<file path="src/rtl/led_pkg.sv">
// rtl/led_pkg.sv - shared LED display definitions: mode codes, scan direction, gray helper
// Purpose : constants and helpers shared by the LED display blocks.
// Contents: MODE_* pattern selectors, dir_t scan/breathe direction,
//           bin2gray() for up to MAX_LEDS bits (callers truncate to their width).
package led_pkg;

  localparam logic [1:0] MODE_BIN     = 2'd0;
  localparam logic [1:0] MODE_GRAY    = 2'd1;
  localparam logic [1:0] MODE_SCAN    = 2'd2;
  localparam logic [1:0] MODE_BREATHE = 2'd3;

  localparam int MAX_LEDS = 32;

  typedef enum logic {
    DIR_UP   = 1'b0,
    DIR_DOWN = 1'b1
  } dir_t;

  function automatic logic [MAX_LEDS-1:0] bin2gray(input logic [MAX_LEDS-1:0] b);
    return b ^ (b >> 1);
  endfunction

endpackage

</file>
<file path="src/rtl/led_prescaler.sv">
// rtl/led_prescaler.sv - free-running prescaler producing pattern ticks and PWM phase
// Purpose : WIDTH-bit wrapping up-counter; raw_tick marks the last count of each period,
//           pwm_phase is the low PWM_BITS of the count used as the breathe comparator ramp.
// Ports   : clk       in  system clock
//           rst       in  synchronous active-high reset
//           raw_tick  out high while the counter is all-ones (combinational)
//           pwm_phase out low PWM_BITS bits of the counter
module led_prescaler #(
  parameter int WIDTH    = 22,
  parameter int PWM_BITS = 8
) (
  input  logic                clk,
  input  logic                rst,
  output logic                raw_tick,
  output logic [PWM_BITS-1:0] pwm_phase
);

  logic [WIDTH-1:0] count;

  always_ff @(posedge clk) begin
    if (rst) begin
      count <= '0;
    end else begin
      count <= count + WIDTH'(1);
    end
  end

  assign raw_tick  = &count;
  assign pwm_phase = count[PWM_BITS-1:0];

endmodule

</file>
<file path="src/rtl/led_pattern_gen.sv">
// rtl/led_pattern_gen.sv - runtime-selectable LED pattern engine
// Purpose : advances one of binary / gray / bounce-scanner / PWM-breathe patterns on each
//           prescaler tick, with pause and single-step control.
// Ports   : clk   in  system clock
//           rst   in  synchronous active-high reset
//           mode  in  pattern select, sampled only at a pattern advance
//           pause in  level, freezes the pattern (prescaler keeps running)
//           step  in  one-cycle pulse, forces one advance while paused
//           led   out registered LED drive, bit0 = LED1
//           tick  out registered one-cycle strobe at every pattern advance
module led_pattern_gen
  import led_pkg::*;
#(
  parameter int NLEDS     = 8,
  parameter int LOG2DELAY = 22,
  parameter int PWM_BITS  = 8
) (
  input  logic             clk,
  input  logic             rst,
  input  logic [1:0]       mode,
  input  logic             pause,
  input  logic             step,
  output logic [NLEDS-1:0] led,
  output logic             tick
);

  localparam int                  IDXW     = $clog2(NLEDS);
  localparam logic [IDXW-1:0]     IDX_MAX  = IDXW'(NLEDS - 1);
  localparam logic [PWM_BITS-1:0] DUTY_MAX = '1;

  logic                raw_tick;
  logic [PWM_BITS-1:0] pwm_phase;

  logic [1:0]          mode_q;
  logic [NLEDS-1:0]    cnt;
  logic [IDXW-1:0]     idx;
  dir_t                scan_dir;
  logic [PWM_BITS-1:0] duty;
  dir_t                duty_dir;
  logic [NLEDS-1:0]    led_next;

  logic adv, restart, advance;

  led_prescaler #(
    .WIDTH   (LOG2DELAY),
    .PWM_BITS(PWM_BITS)
  ) u_prescaler (
    .clk      (clk),
    .rst      (rst),
    .raw_tick (raw_tick),
    .pwm_phase(pwm_phase)
  );

  // A tick arriving while paused is dropped; step only counts while paused,
  // so a coincident tick+step yields a single advance.
  assign adv     = (raw_tick & ~pause) | (step & pause);
  // A mode change consumes the advance to restart the new pattern at zero.
  assign restart = adv && (mode != mode_q);
  assign advance = adv && !restart;

  // Mode register, shared binary/gray counter and tick strobe.
  always_ff @(posedge clk) begin
    if (rst) begin
      mode_q <= MODE_BIN;
      cnt    <= '0;
      tick   <= 1'b0;
    end else begin
      tick <= adv;
      if (restart) begin
        mode_q <= mode;
        cnt    <= '0;
      end else if (advance && (mode_q == MODE_BIN || mode_q == MODE_GRAY)) begin
        cnt <= cnt + NLEDS'(1);
      end
    end
  end

  // Bounce scanner: turning at an endpoint moves straight off it so each end is lit once.
  always_ff @(posedge clk) begin
    if (rst || restart) begin
      idx      <= '0;
      scan_dir <= DIR_UP;
    end else if (advance && mode_q == MODE_SCAN) begin
      if (scan_dir == DIR_UP) begin
        if (idx == IDX_MAX) begin
          scan_dir <= DIR_DOWN;
          idx      <= idx - IDXW'(1);
        end else begin
          idx <= idx + IDXW'(1);
        end
      end else begin
        if (idx == '0) begin
          scan_dir <= DIR_UP;
          idx      <= idx + IDXW'(1);
        end else begin
          idx <= idx - IDXW'(1);
        end
      end
    end
  end

  // Breathe: triangle duty ramp between 0 and DUTY_MAX.
  always_ff @(posedge clk) begin
    if (rst || restart) begin
      duty     <= '0;
      duty_dir <= DIR_UP;
    end else if (advance && mode_q == MODE_BREATHE) begin
      if (duty_dir == DIR_UP) begin
        if (duty == DUTY_MAX) begin
          duty_dir <= DIR_DOWN;
          duty     <= duty - PWM_BITS'(1);
        end else begin
          duty <= duty + PWM_BITS'(1);
        end
      end else begin
        if (duty == '0) begin
          duty_dir <= DIR_UP;
          duty     <= duty + PWM_BITS'(1);
        end else begin
          duty <= duty - PWM_BITS'(1);
        end
      end
    end
  end

  always_comb begin
    led_next = '0;
    case (mode_q)
      MODE_BIN:     led_next = cnt;
      MODE_GRAY:    led_next = NLEDS'(bin2gray(MAX_LEDS'(cnt)));
      MODE_SCAN:    led_next = NLEDS'(1) << idx;
      MODE_BREATHE: led_next = {NLEDS{pwm_phase < duty}};
      default:      led_next = '0;
    endcase
  end

  always_ff @(posedge clk) begin
    if (rst) begin
      led <= '0;
    end else begin
      led <= led_next;
    end
  end

endmodule

</file>
<file path="config.mk">
export PLATFORM = sky130hd
export DESIGN_NAME = led_pattern_gen
export DESIGN_NICKNAME = d
export VERILOG_FILES = /design/src/rtl/led_pkg.sv /design/src/rtl/led_prescaler.sv /design/src/rtl/led_pattern_gen.sv
export SDC_FILE = /design/constraint.sdc
export NUM_CORES = 1
export LEC_CHECK = 0
export ABC_CLOCK_PERIOD_IN_PS = 4800
export CORE_MARGIN = 1.5
export CORE_UTILIZATION = 60
export CTS_CLUSTER_DIAMETER = 100
export DETAILED_ROUTE_END_ITERATION = 12
export PLACE_DENSITY = 0.77
export SETUP_SLACK_MARGIN = 0.4
export SLEW_MARGIN = 20
export SYNTH_ARGS = -nofsm -noshare
export SYNTH_HDL_FRONTEND = slang
export SYNTH_SLANG_ARGS = --single-unit
</file>
<file path="constraint.sdc">
create_clock -name clk -period 4.8 [get_ports clk]
set_input_delay 0.96 -clock clk [delete_from_list [all_inputs] [get_ports clk]]
set_output_delay 0.96 -clock clk [all_outputs]
set_load 0.01 [all_outputs]
</file>
==> results of run 1 <==
-- stage by stage --
step | utilization | hold WS, ps | cells | worst slack (ps) | total power [W]
3_5_place_dp | 0.6489 | 461.9 | 442 | 1617 | 0.0005373
6_report | 0.6783 | 486.0 | 450 | 2106 | 0.0009044
3_3_place_gp | 0.6489 | 459.9 | 442 | 1737 | 0.0005361
5_1_grt | 0.6783 | 537.8 | 450 | 1975 | 0.0009330
4_1_cts | 0.6770 | 485.2 | 450 | 1935 | 0.0009074
2_1_floorplan | - | 436.8 | 374 | 2430 | 0.0005157
-- worst min path at each step --
stage                                 endpoint  slack (ps)  depth (start not counted)
2_1_floorplan  u_prescaler.count[0]$_SDFF_PP0_         440                          1
3_3_place_gp   u_prescaler.count[0]$_SDFF_PP0_         460                          1
3_5_place_dp   u_prescaler.count[0]$_SDFF_PP0_         460                          1
4_1_cts        u_prescaler.count[0]$_SDFF_PP0_         490                          1
5_1_grt        u_prescaler.count[0]$_SDFF_PP0_         540                          1
6_report       u_prescaler.count[0]$_SDFF_PP0_         490                          1
-- report_power, final --
group          leakage, nW  internal (W)  switching, W   total, W
logic                0.742     0.0000274     0.0000380  0.0000654
clock network       0.0714      0.000223      0.000154   0.000377
registers            0.437      0.000455    0.00000762   0.000462
total                 1.25      0.000705      0.000200   0.000904
-- state kept, by name, summed over array words and instances, names as in the netlist --
signal,count
mode_q,2
scan_dir,1
duty,8
tick,1
cnt,8
led,8
duty_dir,1
idx,3
u_prescaler.count,22
-- per-layer routing --
layer,vias up,share of wire
met5,-,0
li1,1353,-
met3,16,0.047
met2,78,0.48
met4,0,0.022
met1,1236,0.45
-- critical path: cells and delay by family --
family	cells	cell delay, ps
and+or+nand+nor	3	1190
buffers and inverters	1	540
xor gates and xnor gates	1	130
AOI/OAI and AO/OA	1	120
-- logic make-up (layout without fill, tap and decap cells) --
kind of cell,after synthesis,in the layout,share of synthesized area
flops,54,54,0.3457
xor+xnor,25,25,0.07003
mux,12,12,0.03922
compound gates,81,81,0.1717
fa+ha+maj,24,24,0.09604
buf+inv,37,43,0.04722
simple gates,141,141,0.2301
-- cells in the final DEF, fill, tap and decap left out, types with 8 or more instances in the layout --
| master | n |
|---|---|
| a211oi_1 | 12 |
| a21oi_1 | 28 |
| clkdlybuf4s50_1 | 14 |
| dfxtp_1 | 54 |
| ha_1 | 24 |
| inv_1 | 19 |
| mux2i_1 | 10 |
| nand2_1 | 33 |
| nand3_1 | 12 |
| nand4_1 | 9 |
| nor2_1 | 43 |
| o21ai_0 | 12 |
| o31ai_1 | 8 |
| xnor2_1 | 12 |
| xor2_1 | 13 |
-- cell type report --
class | instances | share of cell area
clock inverter | 2 | 0.01745
timing repair buffer | 16 | 0.04507
sequential | 54 | 0.3141
inverter | 19 | 0.02072
multi-input combinational | 283 | 0.5533
clock buffer | 6 | 0.02399
tap | 70 | 0.02545
==> flow_summary.toml, run 1 <==
[logic_synthesis]
synth_area_mm2 = 0.003127
synth_area_leaders = "dfxtp_1 (35%), ha_1 (9.6%), nor2_1 (5.2%)"
syn_nets = 404
synth.distinct_cells = 48
yosysWarningCount = 0
synth-edff-count = 0
synth_top_area_frac = 0.3457
ys.flop_type = "dfxtp_1"
yosys.area.top_type = "dfxtp_1"
synth_cells = 374
ys_async_sr_fraction = 0
yosys.cell_count.top_type = "dfxtp_1"
ys_seq_area_frac = 0.3457
syn_area_per_cell_um2 = 8.360
ys_ff_latch = 54
synth_common_cells = "dfxtp_1 (54), nor2_1 (43), nand2_1 (33)"

[floorplanning]
die_area_mm2 = 0.005654
core-area_mm2 = 0.005075
initial_core_util = 0.6161
die_h_um = 75.19
row_count = 26
ios = 15
die_x_um = 75.19

[sta]
setup_tns_ps = 0
maxSlewHeadroom = 0.5793
min_period_over_period = 0.5612
hold_viol = 0
worstMarginPinSlew_ps = 629.1
rsz0062_at_grt = "no"
setup_violations = 0
max_freq_ghz = 0.3713
fin_crit_ps = 2694
skew_ps = 9.117
maxSlewViolCount = 0

[critical_path]
cp.required_ps = 5040
slowest_delay_ps = 540
crit_slowest_cell = "clkdlybuf4s50_1"
r2r_cells = 6
crit_top_cell = "or3_1"
crit_path_start_kind = "input pin"
cp-end-kind = "flop"
cp.arrival_ps = 2940
cp-endpoint = "idx[1]$_SDFFE_PP0P_"
r2r_end = "duty_dir$_SDFFE_PP0P_"
path_class = "in -> reg"
ff2ff_setup_slack_ps = 2300
path_max_fanout = 14
path_cells = "clkdlybuf4s50_1 > xnor2_1 > nand2_1 > or3_1 > or3_1 > a21oi_1"
r2r_start = "u_prescaler.count[1]$_SDFF_PP0_"
cp-startpoint = "mode[0]"

[power]
power_density_mw_per_mm2 = 262.8
p_leak_nw = 1.250
vdd_drop_max_uv = 174.0

[place]
gp_congestion = 0.8764
hpwl_mm = 4.616
place_area_mm2 = 0.003293
port_buffers = 14

[drt]
drt-total-wl_mm = 6.569
first_pass_iters = 5
vias = 2683
antenna_left = 0
wire_per_inst_um = 14.60
drc_errors = 0
avgViaCountPerCell = 5.962
first_iter_violations = 234

[global_routing]
grt_util_met2 = 0.4130
grt_busiest_layer = "met2"
grt_usage = 0.2481
grt_max_degree = 37
grt_util_met1 = 0.3205
grt_pass1_vias = 2403
antenna_found_initial = 0
grt_overflow = 0
grt_first_pass_wirelength_mm = 10.78
grtUsageMet3 = 0.03882

[finish]
area_growth_pct = 10.08
diodes = 0
drive_gt1_frac = 0.04737
stdcell_area_mm2 = 0.003442
regArea_mm2 = 0.001081
fin_nets = 409
fillers = 436
multi_input_area_mm2 = 0.001904

[clocking]
clock-sinks = 54
holdBufCountCts = 0
cts_buffers = 5
cts_resized = 0
clk_latency_ps = 310
post_cts_buffers = 0
cts-root-buf = "clkbuf_8"
cts_max_level = 2
clkTransAtPathRegs_ps = 100
cts_tree = "done"
clock_path_buffers = 2

[run_status]
outcome = "finished, final reports clean"

[min_path]
hp-class = "reg -> reg"
min-delay-start = "u_prescaler.count[0]$_SDFF_PP0_"

[run]
max-cap-violations = 0
(Power assumes the default switching activity.)
==> run 2: changes to the inputs <==
--- a/config.mk
+++ b/config.mk
@@ -5,7 +5,7 @@
 export SDC_FILE = /design/constraint.sdc
 export NUM_CORES = 1
 export LEC_CHECK = 0
-export ABC_CLOCK_PERIOD_IN_PS = 4800
+export ABC_CLOCK_PERIOD_IN_PS = 2800
 export CORE_MARGIN = 1.5
 export CORE_UTILIZATION = 60
 export CTS_CLUSTER_DIAMETER = 100
==> constraint.sdc (replaced) <==
create_clock -name clk -period 2.8 [get_ports clk]
set_input_delay 0.56 -clock clk [delete_from_list [all_inputs] [get_ports clk]]
set_output_delay 0.56 -clock clk [all_outputs]
set_load 0.01 [all_outputs]
==> run 2 against run 1 <==
Sequential share of layout area up 0.12 points; register-to-register slack worse by 1800 ps; global-route usage up 0.43 points; routed wire length up 2.1%; design area down 0.15%; first-iteration DRC count down 25%; power up 50%; clock power up 18%; count of clock-buffer cells in the layout up 1; via count down 1.0%; sequential power up 72%; critical path type is now reg -> reg; largest power group unchanged.
==> flow_summary.toml, run 2 (synthesis results as in run 1) <==
[global_routing]
grt_overflow = 0
grt_pass1_vias = 2335
grt_first_pass_wirelength_mm = 11.02
antenna_found_initial = 0
grt_usage = 0.2524
grt_max_degree = 34

[clocking]
clkTransAtPathRegs_ps = 90
post_cts_buffers = 0
cts-root-buf = "clkbuf_8"
cts_max_level = 2
clock_path_buffers = 2
clock-sinks = 54
cts_tree = "done"
cts_buffers = 5
clk_latency_ps = 310

[critical_path]
path_max_fanout = 14
path_depth = 6
cp.buffers_inverters = 0
path_class = "reg -> reg"
cp_top_family = "simple AND/OR/NAND/NOR gates"
cp.required_ps = 3040
cp.arrival_ps = 2550
r2r_end = "duty_dir$_SDFFE_PP0P_"
cp-endpoint = "duty_dir$_SDFFE_PP0P_"
crit_slowest_cell = "or4_4"
ff2ff_setup_slack_ps = 480
crit_path_start_kind = "flop"
cp-startpoint = "u_prescaler.count[0]$_SDFF_PP0_"
path_cells = "ha_2 > nand3_2 > or4_4 > o21a_4 > or4_1 > a21oi_1"
r2r_start = "u_prescaler.count[0]$_SDFF_PP0_"
slowest_delay_ps = 600
cp-end-kind = "flop"
r2r_cells = 6

[power]
p_leak_nw = 1.243
power_density_mw_per_mm2 = 394.8
vdd_drop_max_uv = 358.1

[drt]
avgViaCountPerCell = 5.863
antenna_left = 0
vias = 2656
drt-total-wl_mm = 6.704
first_iter_violations = 176
drc_errors = 0
first_pass_iters = 5
wire_per_inst_um = 14.80

[sta]
maxSlewViolCount = 0
worstMarginPinSlew_ps = 605.2
min_period_over_period = 0.8271
rsz0062_at_grt = "yes"
hold_viol = 0
setup_ws_ps = 484.2
skew_ps = 8.787
setup_tns_ps = 0
fin_crit_ps = 2316
setup_violations = 0
max_freq_ghz = 0.4318
maxSlewHeadroom = 0.5960

[floorplanning]
die_x_um = 75.19
die_h_um = 75.19
core-area_mm2 = 0.005075
initial_core_util = 0.6161
die_area_mm2 = 0.005654
ios = 15
row_count = 26

[finish]
largest_reg_flops = 22
diodes = 0
fin_util = 0.6773
drive_gt1_frac = 0.06266
fin_nets = 412
area_growth_pct = 9.924
final_common_cell = "dfxtp_1"
layout_common_cells = "dfxtp_1 (52), nor2_1 (43), nand2_1 (33)"
regMostFlops = "u_prescaler.count"

[run_status]
outcome = "finished, final reports clean"

[place]
pre_cts_ws_ps = 200.3
gp_congestion = 0.8693
hpwl_mm = 4.728
port_buffers = 14

[run]
max-cap-violations = 0

[min_path]
hp-class = "reg -> reg"
==> run 2: cell count changes in the layout (fill, tap and decap cells not counted), sizes merged <==
cell | before | now
clkbuf | 6 | 7
bufinv | 2 | 0
o21a | 1 | 2
buf | 2 | 4
clkinv | 0 | 1
==> run 2: routing by layer <==
metal  global-route usage  wire length (um)  share of wire
met2               0.3992              3038           0.45
met5                    0                 0              0
met1               0.3481              3174           0.47
met3              0.03882               331          0.049
met4              0.09524               160          0.024
==> run 2: area by class of cell <==
type,instances,area [um^2]
Multi-Input combinational cell,284,1933
Fill cell,426,1638
Sequential cell,54,1084
Timing Repair Buffer,18,170.2
Tap cell,70,87.58
Clock buffer,7,86.33
Inverter,19,71.32
Clock inverter,1,5.005
==> run 2: how the worst min path moves through the flow <==
stage	slack, ps	from	end	cells after the start
after floorplan	440	u_prescaler.count[0]$_SDFF_PP0_	u_prescaler.count[0]$_SDFF_PP0_	1
after global placement	450	u_prescaler.count[0]$_SDFF_PP0_	u_prescaler.count[0]$_SDFF_PP0_	1
after detailed placement	470	u_prescaler.count[0]$_SDFF_PP0_	u_prescaler.count[0]$_SDFF_PP0_	1
after CTS	500	u_prescaler.count[0]$_SDFF_PP0_	u_prescaler.count[0]$_SDFF_PP0_	1
after global routing	490	u_prescaler.count[0]$_SDFF_PP0_	u_prescaler.count[0]$_SDFF_PP0_	1
final	460	u_prescaler.count[0]$_SDFF_PP0_	u_prescaler.count[0]$_SDFF_PP0_	1
==> run 2: timing repair <==
action                                  CTS  global route
resized for setup                         3             4
pin swaps                                 1             1
hold endpoints to repair                  0             0
gates cloned                              1             0
endpoints found under the setup margin   14            16
hold buffers                              0             0
==> run 2: metrics by stage <==
step / std cells / total power, W / cell area (um^2) / hold WS (ps)
floorplan: 374 / 0.0008841 / 3127 / 436.8
global placement: 444 / 0.0009228 / 3308 / 453.9
detailed placement: 444 / 0.0009247 / 3308 / 472.2
CTS: 453 / 0.001365 / 3417 / 496.2
global route: 453 / 0.001411 / 3437 / 489.6
finish: 453 / 0.001357 / 3437 / 456.8
==> run 2: report_power, final <==
part | switching (W) | internal (W) | leakage [nW]
clock | 0.000244 | 0.000200 | 0.0482
sequential | 0.0000135 | 0.000780 | 0.437
combinational | 0.0000680 | 0.0000514 | 0.757
==> run 2: worst reg2reg max path, delay by kind of cell (launching register included) <==
family | cells | cell delay (ps)
AO/OA/AOI/OAI | 2 | 430
adder cells (fa/ha/maj) | 1 | 210
flip-flops | 1 | 370
AND/OR/NAND/NOR | 3 | 1240
==> run 3: changes to the inputs <==
--- a/config.mk
+++ b/config.mk
@@ -5,7 +5,7 @@
 export SDC_FILE = /design/constraint.sdc
 export NUM_CORES = 1
 export LEC_CHECK = 0
-export ABC_CLOCK_PERIOD_IN_PS = 2800
+export ABC_CLOCK_PERIOD_IN_PS = 2400
 export CORE_MARGIN = 1.5
 export CORE_UTILIZATION = 60
 export CTS_CLUSTER_DIAMETER = 100
==> constraint.sdc (replaced) <==
create_clock -name clk -period 2.4 [get_ports clk]
set_input_delay 0.48 -clock clk [delete_from_list [all_inputs] [get_ports clk]]
set_output_delay 0.48 -clock clk [all_outputs]
set_load 0.01 [all_outputs]
==> run 3 against run 2 <==
Global-route usage is 2.3 points higher; clock power is 44% higher; design area is 15% higher; critical path depth stayed put; combinational power is 68% higher; count of clock-buffer cells in the layout is 1 lower; clock skew is 1.4 ps lower; fmax is 14% higher; setup slack worse by 110 ps; hold slack better by 48 ps; non-clock buffer count is 35 higher; sequential share of layout area is 3.0 points lower; critical path type unchanged.
==> flow_summary.toml, run 3 (synthesis results as in run 1) <==
[global_routing]
grt_overflow = 0
grt_pass1_vias = 2561
antenna_found_initial = 0
grt_first_pass_wirelength_mm = 11.85
grt_max_degree = 20
grt_usage = 0.2753

[run]
max-cap-violations = 0

[place]
hpwl_mm = 5.074
gp_congestion = 0.9179
dpl.cell_count = 458
port_buffers = 14

[sta]
fin_crit_ps = 2025
maxSlewHeadroom = 0.5864
maxSlewViolCount = 0
hold_viol = 0
skew_ps = 7.419
setup_violations = 0
worstMarginPinSlew_ps = 615.7
min_period_over_period = 0.8437
max_freq_ghz = 0.4939
rsz0062_at_grt = "yes"

[floorplanning]
die_h_um = 75.19
ios = 15
row_count = 26
die_area_mm2 = 0.005654
core-area_mm2 = 0.005075
die_x_um = 75.19
initial_core_util = 0.6161

[drt]
wire_per_inst_um = 16.72
vias = 2970
drt-total-wl_mm = 8.145
antenna_left = 0
first_pass_iters = 5
avgViaCountPerCell = 6.099
drc_errors = 0
first_iter_violations = 284

[clocking]
clk_latency_ps = 310
clkTransAtPathRegs_ps = 100
cts-root-buf = "clkbuf_8"
cts_max_level = 2
holdBufCountCts = 0
cts_buffers = 5
clock_path_buffers = 2
clock-sinks = 54
cts_tree = "done"

[critical_path]
r2r_start = "u_prescaler.count[5]$_SDFF_PP0_"
r2r_end = "cnt[2]$_SDFFE_PP0P_"
path_max_fanout = 6
cp-endpoint = "cnt[2]$_SDFFE_PP0P_"
cp-end-kind = "flop"
cp.required_ps = 2600
cp.arrival_ps = 2230
ff2ff_setup_slack_ps = 380
r2r_cells = 6
crit_path_start_kind = "flop"
cp-startpoint = "u_prescaler.count[5]$_SDFF_PP0_"
path_class = "reg -> reg"

[finish]
fin_util = 0.7764
final_common_cell = "nor2_1"
regMostFlops = "u_prescaler.count"
diodes = 0
instances_no_fill = 487
fin_nets = 447
area_growth_pct = 26.01
largest_reg_flops = 22
drive_gt1_frac = 0.2350
layout_common_cells = "nor2_1 (42), dfxtp_1 (35), buf_4 (33)"

[power]
power_density_mw_per_mm2 = 444.5
vdd_drop_max_uv = 305.0
p_leak_nw = 1.478

[run_status]
outcome = "finished, final reports clean"

[min_path]
hp-class = "reg -> reg"
==> run 3: changes by cell type in the layout (fill, tap and decap cells not counted), sizes merged <==
cell           previous run  this run
buf                       4        38
bufinv                    0         1
clkinv                    1         0
clkdlybuf4s50            14        13
dlymetal6s2s              0         1
==> run 3: repair_timing <==
item | 4_1_cts | 5_1_grt
endpoints found under the hold margin | 0 | 0
gates resized for setup | 22 | 37
buffers inserted | 8 | 12
endpoints found under the setup margin | 25 | 31
pin swaps | 15 | 10
cloned | 1 | 1
==> run 3: layout make-up <==
| class | count | area [um^2] |
|---|---|---|
| Timing Repair Buffer | 53 | 484.2 |
| Multi-Input combinational cell | 284 | 2059 |
| Clock inverter | 1 | 30.03 |
| Inverter | 19 | 71.32 |
| Clock buffer | 6 | 82.58 |
| Sequential cell | 54 | 1125 |
| Fill cell | 370 | 1135 |
| Tap cell | 70 | 87.58 |
==> run 3: stage by stage <==
step / area [um^2] / setup WS, ps / TNS [ps] / power [W] / hold WS, ps
finish: 3940 / 375.2 / 0 / 0.001751 / 505.1
global route: 3940 / 298.5 / 0 / 0.001805 / 518.0
CTS: 3702 / 368.5 / 0 / 0.001727 / 516.2
detailed placement: 3437 / -23.61 / -55.53 / 0.001100 / 461.7
global placement: 3437 / 28.35 / 0 / 0.001095 / 462.0
floorplan: 3151 / 417.7 / 0 / 0.001035 / 438.7
==> run 3: per-layer routing <==
| layer | GRT usage | share of wire | wire, um |
|---|---|---|---|
| met2 | 0.4582 | 0.51 | 4114 |
| met3 | 0.03079 | 0.050 | 408 |
| met1 | 0.3689 | 0.43 | 3490 |
| met5 | 0 | 0 | 0 |
| met4 | 0.1012 | 0.016 | 131 |
==> run 3: power breakdown <==
group | internal (W) | switching (W)
Clock | 0.000334 | 0.000303
Sequential | 0.000903 | 0.0000113
Combinational | 0.0000938 | 0.000106
==> run 3: how the worst min path moves through the flow <==
stage	from	cells past startpoint	slack [ps]	to
CTS	duty[5]$_SDFFE_PP0P_	2	520	duty[5]$_SDFFE_PP0P_
floorplan	u_prescaler.count[0]$_SDFF_PP0_	1	440	u_prescaler.count[0]$_SDFF_PP0_
finish	duty[3]$_SDFFE_PP0P_	2	510	duty[3]$_SDFFE_PP0P_
global placement	u_prescaler.count[0]$_SDFF_PP0_	1	460	u_prescaler.count[0]$_SDFF_PP0_
global route	duty[2]$_SDFFE_PP0P_	2	520	duty[2]$_SDFFE_PP0P_
detailed placement	u_prescaler.count[0]$_SDFF_PP0_	1	460	u_prescaler.count[0]$_SDFF_PP0_
==> run 3: worst max-delay path, stage by stage (launching register included) <==
cell and delay (ps):
dfxtp_4 390, nand4_4 110, or4_4 570, o21a_4 250, buf_4 140, o31ai_1 340
a21oi_2 100
